===== config.mk =====
export PLATFORM = sky130hd
export DESIGN_NAME = present_masked_nibble_round_seq
export DESIGN_NICKNAME = d
export VERILOG_FILES = /design/src/rtl/present_masked_pkg.sv /design/src/rtl/present_player.sv /design/src/rtl/present_masked_nibble_round_seq.sv
export SDC_FILE = /design/constraint.sdc
export NUM_CORES = 1
export LEC_CHECK = 0
export CELL_PAD_IN_SITES_DETAIL_PLACEMENT = 0
export CELL_PAD_IN_SITES_GLOBAL_PLACEMENT = 1
export CORE_ASPECT_RATIO = 0.5
export CORE_UTILIZATION = 36
export DETAILED_ROUTE_END_ITERATION = 16
export PLACE_DENSITY_LB_ADDON = 0.3
export RECOVER_POWER = 100
export SLEW_MARGIN = 5
export SYNTH_ARGS = -nofsm -noshare
export SYNTH_HDL_FRONTEND = slang
export SYNTH_HIERARCHICAL = 1
export SYNTH_SLANG_ARGS = --single-unit

===== constraint.sdc =====
create_clock -name clk -period 2.71 [get_ports clk]
set_input_delay 0.271 -clock clk [delete_from_list [all_inputs] [get_ports clk]]
set_output_delay 0.271 -clock clk [all_outputs]
set_load 0.05 [all_outputs]

===== src/rtl/present_masked_pkg.sv =====
// rtl/present_masked_pkg.sv - shared constants, FSM encoding and pLayer index map
// for the masked nibble-serial PRESENT round sequencer.
package present_masked_pkg;

    localparam int STATE_W  = 64;
    localparam int NIBBLE_W = 4;
    localparam int NIBBLES  = 16;

    typedef enum logic [1:0] {
        IDLE,
        FEED,
        DRAIN,
        PERM
    } seq_state_e;

    // Destination bit of source bit i; bit 63 is the fixed point of the map.
    function automatic int player_idx(input int i);
        return (i == STATE_W - 1) ? (STATE_W - 1) : ((16 * i) % (STATE_W - 1));
    endfunction

endpackage


===== src/rtl/present_player.sv =====
// rtl/present_player.sv - PRESENT pLayer bit permutation on one 64-bit share,
// purely combinational.
module present_player
    import present_masked_pkg::*;
(
    input  logic [STATE_W-1:0] i_data,
    output logic [STATE_W-1:0] o_data
);

    for (genvar i = 0; i < STATE_W; i++) begin : g_bit
        localparam int P = player_idx(i);
        assign o_data[P] = i_data[i];
    end

endmodule


===== src/rtl/present_masked_nibble_round_seq.sv =====
// rtl/present_masked_nibble_round_seq.sv - two-share PRESENT round sequencer:
// key add, nibble-serial feed/collect through the masked S-box, then pLayer.
module present_masked_nibble_round_seq
    import present_masked_pkg::*;
#(
    parameter int SBOX_LATENCY = 2,
    parameter int NIBBLES      = 16
) (
    input  logic                clk,
    input  logic                rst_n,
    input  logic                load,
    input  logic [STATE_W-1:0]  pt0,
    input  logic [STATE_W-1:0]  pt1,
    input  logic                start,
    input  logic [STATE_W-1:0]  rk0,
    input  logic [STATE_W-1:0]  rk1,
    output logic                sbox_valid,
    output logic [NIBBLE_W-1:0] sbox_in0,
    output logic [NIBBLE_W-1:0] sbox_in1,
    input  logic [NIBBLE_W-1:0] sbox_out0,
    input  logic [NIBBLE_W-1:0] sbox_out1,
    output logic                busy,
    output logic                done,
    output logic [STATE_W-1:0]  state0,
    output logic [STATE_W-1:0]  state1
);

    localparam logic [3:0] LAST = 4'(NIBBLES - 1);

    seq_state_e               r_state;
    seq_state_e               w_next;
    logic [3:0]               r_rd_idx;
    logic [3:0]               r_wr_idx;
    logic [SBOX_LATENCY-1:0]  r_vdly;
    logic [SBOX_LATENCY:0]    w_vchain;
    logic                     w_wb;
    logic                     r_done;
    logic [STATE_W-1:0]       r_state0;
    logic [STATE_W-1:0]       r_state1;
    logic [STATE_W-1:0]       w_perm0;
    logic [STATE_W-1:0]       w_perm1;

    present_player u_player0 (.i_data(r_state0), .o_data(w_perm0));
    present_player u_player1 (.i_data(r_state1), .o_data(w_perm1));

    assign w_vchain = {r_vdly, sbox_valid};
    assign w_wb     = r_vdly[SBOX_LATENCY-1];

    always_comb begin
        w_next = r_state;
        case (r_state)
            IDLE:    if (start && !load) w_next = FEED;
            FEED:    if (r_rd_idx == LAST) w_next = DRAIN;
            DRAIN:   if (w_wb && (r_wr_idx == LAST)) w_next = PERM;
            PERM:    w_next = IDLE;
            default: w_next = IDLE;
        endcase
    end

    assign sbox_valid = (r_state == FEED);
    assign sbox_in0   = sbox_valid ? r_state0[{r_rd_idx, 2'b00} +: NIBBLE_W] : '0;
    assign sbox_in1   = sbox_valid ? r_state1[{r_rd_idx, 2'b00} +: NIBBLE_W] : '0;
    assign busy       = (r_state != IDLE);
    assign done       = r_done;
    assign state0     = r_state0;
    assign state1     = r_state1;

    always_ff @(posedge clk or negedge rst_n) begin
        if (!rst_n) begin
            r_state  <= IDLE;
            r_rd_idx <= '0;
            r_wr_idx <= '0;
            r_vdly   <= '0;
            r_done   <= 1'b0;
            r_state0 <= '0;
            r_state1 <= '0;
        end else begin
            r_state <= w_next;
            r_done  <= (r_state == PERM);
            r_vdly  <= w_vchain[SBOX_LATENCY-1:0];
            case (r_state)
                IDLE: begin
                    if (load) begin
                        r_state0 <= pt0;
                        r_state1 <= pt1;
                    end else if (start) begin
                        r_state0 <= r_state0 ^ rk0;
                        r_state1 <= r_state1 ^ rk1;
                        r_rd_idx <= '0;
                        r_wr_idx <= '0;
                    end
                end
                FEED: begin
                    if (r_rd_idx != LAST) r_rd_idx <= r_rd_idx + 4'd1;
                end
                PERM: begin
                    r_state0 <= w_perm0;
                    r_state1 <= w_perm1;
                    r_rd_idx <= '0;
                    r_wr_idx <= '0;
                end
                default: ;
            endcase
            // Write-back trails the feed by the S-box latency, so it never hits the nibble being read.
            if (w_wb) begin
                r_state0[{r_wr_idx, 2'b00} +: NIBBLE_W] <= sbox_out0;
                r_state1[{r_wr_idx, 2'b00} +: NIBBLE_W] <= sbox_out1;
                if (r_wr_idx != LAST) r_wr_idx <= r_wr_idx + 4'd1;
            end
        end
    end

endmodule


==> out/qor.csv, run 1 <==
stage;metric;value;unit
final_layout;area delta synth->final;32.5;%
power_and_ir_drop;Power Dens Cells;1370;nW/um2
placed_design;Placed Area;17500;um2
setup_path;worst path bufs/invs;2;
synthesis;post-synthesis sequential area ratio;26.0;%
clock_tree;clock sinks;141;
run_status;failing checks;setup timing;
setup_path;r2r endpoint;state1[61];
setup_path;Worst setup SP type;register;
grt;vias in the first global route;13504;
setup_path;cell depth of the worst setup path;5;
setup_path;R2R depth;8;
setup_path;Critical Path RT;2440;ps
clock_tree;H-tree levels;4;
sta;Setup Viol. Count Final;1;
setup_path;max incr delay on CP;620;ps
setup_path;slowest CP cell;dfrtp_2;
placed_design;IO Port Bufs;406;
clock_tree;setup bufs post-CTS;0;
setup_path;RR Startpoint;r_wr_idx[0];
route;vias per inst;6.30;
route;DRT antenna net count;0;
grt;met2 usage;50.4;%
clock_tree;number of CTS-inserted buffers;17;
synthesis;Mapped Nets;1846;
setup_path;Worst setup endpoint;sbox_in1[1];
route;drt first pass iters;5;
clock_tree;clock slew at reported path FFs;70;ps
grt;largest net degree at the start of global routing;79;
grt;met1 Usage GRT;46.4;%
final_layout;Sequential Area;3530;um2
route;DRT iter0 DRCs;1708;
route;WL/cell;28.8;um
setup_path;CP startpoint;r_rd_idx[3];
setup_path;reg-to-reg setup timing slack;90;ps
die;Die Wd;276;um
clock_tree;CTS tree;built;
sta;unrepaired setup endpoints after global routing;no;
synthesis;mapped cell area;13600;um2
synthesis;Ys Warns;6;
placed_design;GPL Wtd Cong;0.962;
clock_tree;worst skew pair latency;450;ps
power_and_ir_drop;leakage;6.96;nW
clock_tree;clock root cell;clkbuf_16;
synthesis;Post-Syn Area per Cell;8.64;um2
grt;first-pass GRT wire length;94.5;mm
synthesis;dominant synthesized flop cell;dfrtp_1;
grt;GRT busiest layer;met2;
placed_design;Post-DP HPWL;50.2;mm
route;drt total wl;66.4;mm
sta;Setup WS post-layout;-9.99;ps
placed_design;placed cell count;2266;
synthesis;Yosys cell types;63;
die;effective utilization at floorplan;37.2;%
grt;initial antenna violation count;10;
synthesis;Yosys reg bits;141;
min_path;HP Class;register to register;
flow_run;max capacitance violation total;0;
setup_path;WS Path Type;register to primary output;
sta;Worst Tran Pin Value;1260;ps
final_layout;Multi-input gate area;8300;um2
die;Ports;407;
power_and_ir_drop;Max VDD drop;573;uV
die;core area;36500;um2
synthesis;Yosys top cell by area;dfrtp_1;
die;Rows;49;
sta;fmax;368;MHz
die;DIE AREA;38500;um2
grt;grt met3 use;10.4;%
synthesis;ys async rst share;100;%
synthesis;Post-Synthesis Cells;1569;
die;die height;139;um
synthesis;Synth top area share;26.0;%
sta;fin crit share;100;%
route;DR vias;14545;
sta;final clock skew;11.1;ps
setup_path;crit path DAT;2450;ps
grt;Tot GR Track Use;33.6;%
grt;GR Overflow Total;0;
clock_tree;clock buffer depth;2;
sta;Hold Fails Final Rpt;0;
route;DRC;0;
sta;crit path time final;2720;ps
final_layout;Design Area, Final;18000;um2
final_layout;fraction of layout cells with a size suffix above 1;12.4;%
setup_path;CP Cell Sequence;clkbuf_2 > mux4_2 > mux2i_1 > o21ai_0 > buf_4;
setup_path;family with the most delay on the worst path;multiplexers;
synthesis;top cells by area, synth;dfrtp_1 26%, buf_4 7.2%, mux4_2 5.2%, mux2_2 4.2%, nand2_1 3.8%;
sta;Max Slew Vio Count;0;
run_status;outcome;finished, violations left;
synthesis;number of synthesized flops with an enable pin;0;
sta;slew margin rel.;15.7;%
final_layout;Filler Cell Count;3429;
setup_path;worst-path maximum fanout;14;
final_layout;Total Nets Final;2079;
setup_path;nature of the critical path endpoint;primary output;
final_layout;final std cells w/o fill;2307;
## through the flow
stage | hold slack (ps) | setup WS (ps) | TNS (ps) | util, % | total power, mW
finish | 354 | -9.99 | -9.99 | 49.2 | 24.6
CTS | 332 | 39.7 | 0 | 49.6 | 24.7
floorplan | -24.6 | -90.1 | -631 | - | 16.6
detailed placement | 237 | 452 | 0 | 48.0 | 22.3
global placement | 239 | 448 | 0 | 48.0 | 22.1
global route | 372 | 22.5 | 0 | 49.2 | 25.7
## how the worst min path moves through the flow
stage,from,endpoint,cells past startpoint
final,r_vdly[0],r_vdly[1],0
after CTS,rst_n,done,2
after floorplan,rst_n,done,0
after global placement,rst_n,done,1
after detailed placement,rst_n,done,1
after global routing,r_vdly[0],r_vdly[1],0
## final cells by class
cell class	count	area share, %
inverters	27	0.564
multi-input cells	1118	46.2
repair buffers	497	26.8
diodes	8	0.111
flip-flops and latches	141	19.7
clock buffers	17	2.37
well taps	484	3.37
clock inverters	15	0.850
## timing repair
| action | 4_1_cts | 5_1_grt |
|---|---|---|
| hold buffers | 1 | 0 |
| hold endpoints to repair | 39 | 0 |
| setup endpoints to repair | 1 | 5 |
| resized for setup | 1 | 2 |
## flip-flops by register name, summed over array words and instances, names as in the netlist
register	flops
r_wr_idx	4
done	1
r_rd_idx	4
r_vdly	2
state0	64
r_state	2
state1	64
## placed cells by master (no fill, tap or decap), types with 28 or more instances in the layout
| cell type | Yosys | routed |
|---|---|---|
| a2bb2oi_1 | 32 | 32 |
| a31oi_1 | 64 | 65 |
| dlygate4sd3_1 | 0 | 130 |
| nor2b_1 | 50 | 49 |
| mux2i_1 | 50 | 50 |
| a211o_1 | 33 | 33 |
| a211oi_1 | 47 | 47 |
| nand4b_1 | 32 | 32 |
| mux2_2 | 50 | 49 |
| a21oi_1 | 72 | 72 |
| nand2_1 | 137 | 141 |
| buf_4 | 130 | 68 |
| dfrtp_1 | 141 | 138 |
| o21ai_0 | 102 | 103 |
| o22ai_1 | 26 | 28 |
| mux4_2 | 31 | 31 |
| nand2b_1 | 62 | 62 |
| a221oi_1 | 32 | 32 |
| clkdlybuf4s50_1 | 0 | 264 |
## where the power goes
group | total [mW] | internal, mW | switching, mW
registers | 5.75 | 3.15 | 2.60
clock network | 2.40 | 1.30 | 1.10
logic | 16.4 | 6.54 | 9.89
total | 24.6 | 11.0 | 13.6
## logic make-up after synthesis
kind of cell,Yosys count,share of synthesized area [%]
fa+ha+maj,9,0.831
buf+inv,310,12.4
compound gates,556,29.2
xor+xnor,18,1.16
flops,141,26.0
simple gates,404,17.4
mux,131,13.0
## Yosys cell counts (all sizes together), types with 4 or more instances
cell type / instances
buf: 157
dfrtp: 141
nand2: 141
clkbuf: 126
o21ai: 103
a21oi: 72
a31oi: 66
nand2b: 62
mux2: 50
mux2i: 50
nor2b: 50
a211oi: 47
a211o: 33
a221oi: 32
a2bb2oi: 32
nand4b: 32
mux4: 31
o22ai: 28
inv: 27
a21boi: 24
and3b: 24
nand3: 22
nand4: 19
xnor2: 18
a221o: 16
o2111ai: 16
o211ai: 16
and4b: 15
o41ai: 14
a22o: 11
a21o: 10
nand3b: 10
ha: 9
nor2: 9
a21bo: 8
o311ai: 8
a22oi: 7
and3: 6
and2: 5
a32o: 4
o31ai: 4
## worst register-to-register path, stage by stage, from the launching register on
cell      delay, ps
dfrtp_1         370
inv_1           100
ha_1            390
o21ai_0         140
mux2_1          360
clkbuf_4        230
nor2_1          140
clkbuf_1        550
mux2i_1         250
## metal layers
metal  wire length (um)  vias to the layer above  part of all wire (%)
met1              28100                     7252                    42
met2              29100                      844                    44
met3               7580                      111                    11
li1                   -                     6336                     -
met5                  9                        -                 0.014
met4               1570                        2                   2.4
Power figures use the tool's default switching activity.
==> run 2, diff against run 1 <==
--- a/config.mk
+++ b/config.mk
@@ -5,6 +5,8 @@
 export SDC_FILE = /design/constraint.sdc
 export NUM_CORES = 1
 export LEC_CHECK = 0
+export ABC_CLOCK_PERIOD_IN_PS = 2710
+export CAP_MARGIN = 40
 export CELL_PAD_IN_SITES_DETAIL_PLACEMENT = 0
 export CELL_PAD_IN_SITES_GLOBAL_PLACEMENT = 1
 export CORE_ASPECT_RATIO = 0.5
==> results of run 2 <==
Final layout, timing and power as in run 1 (identical DEF).
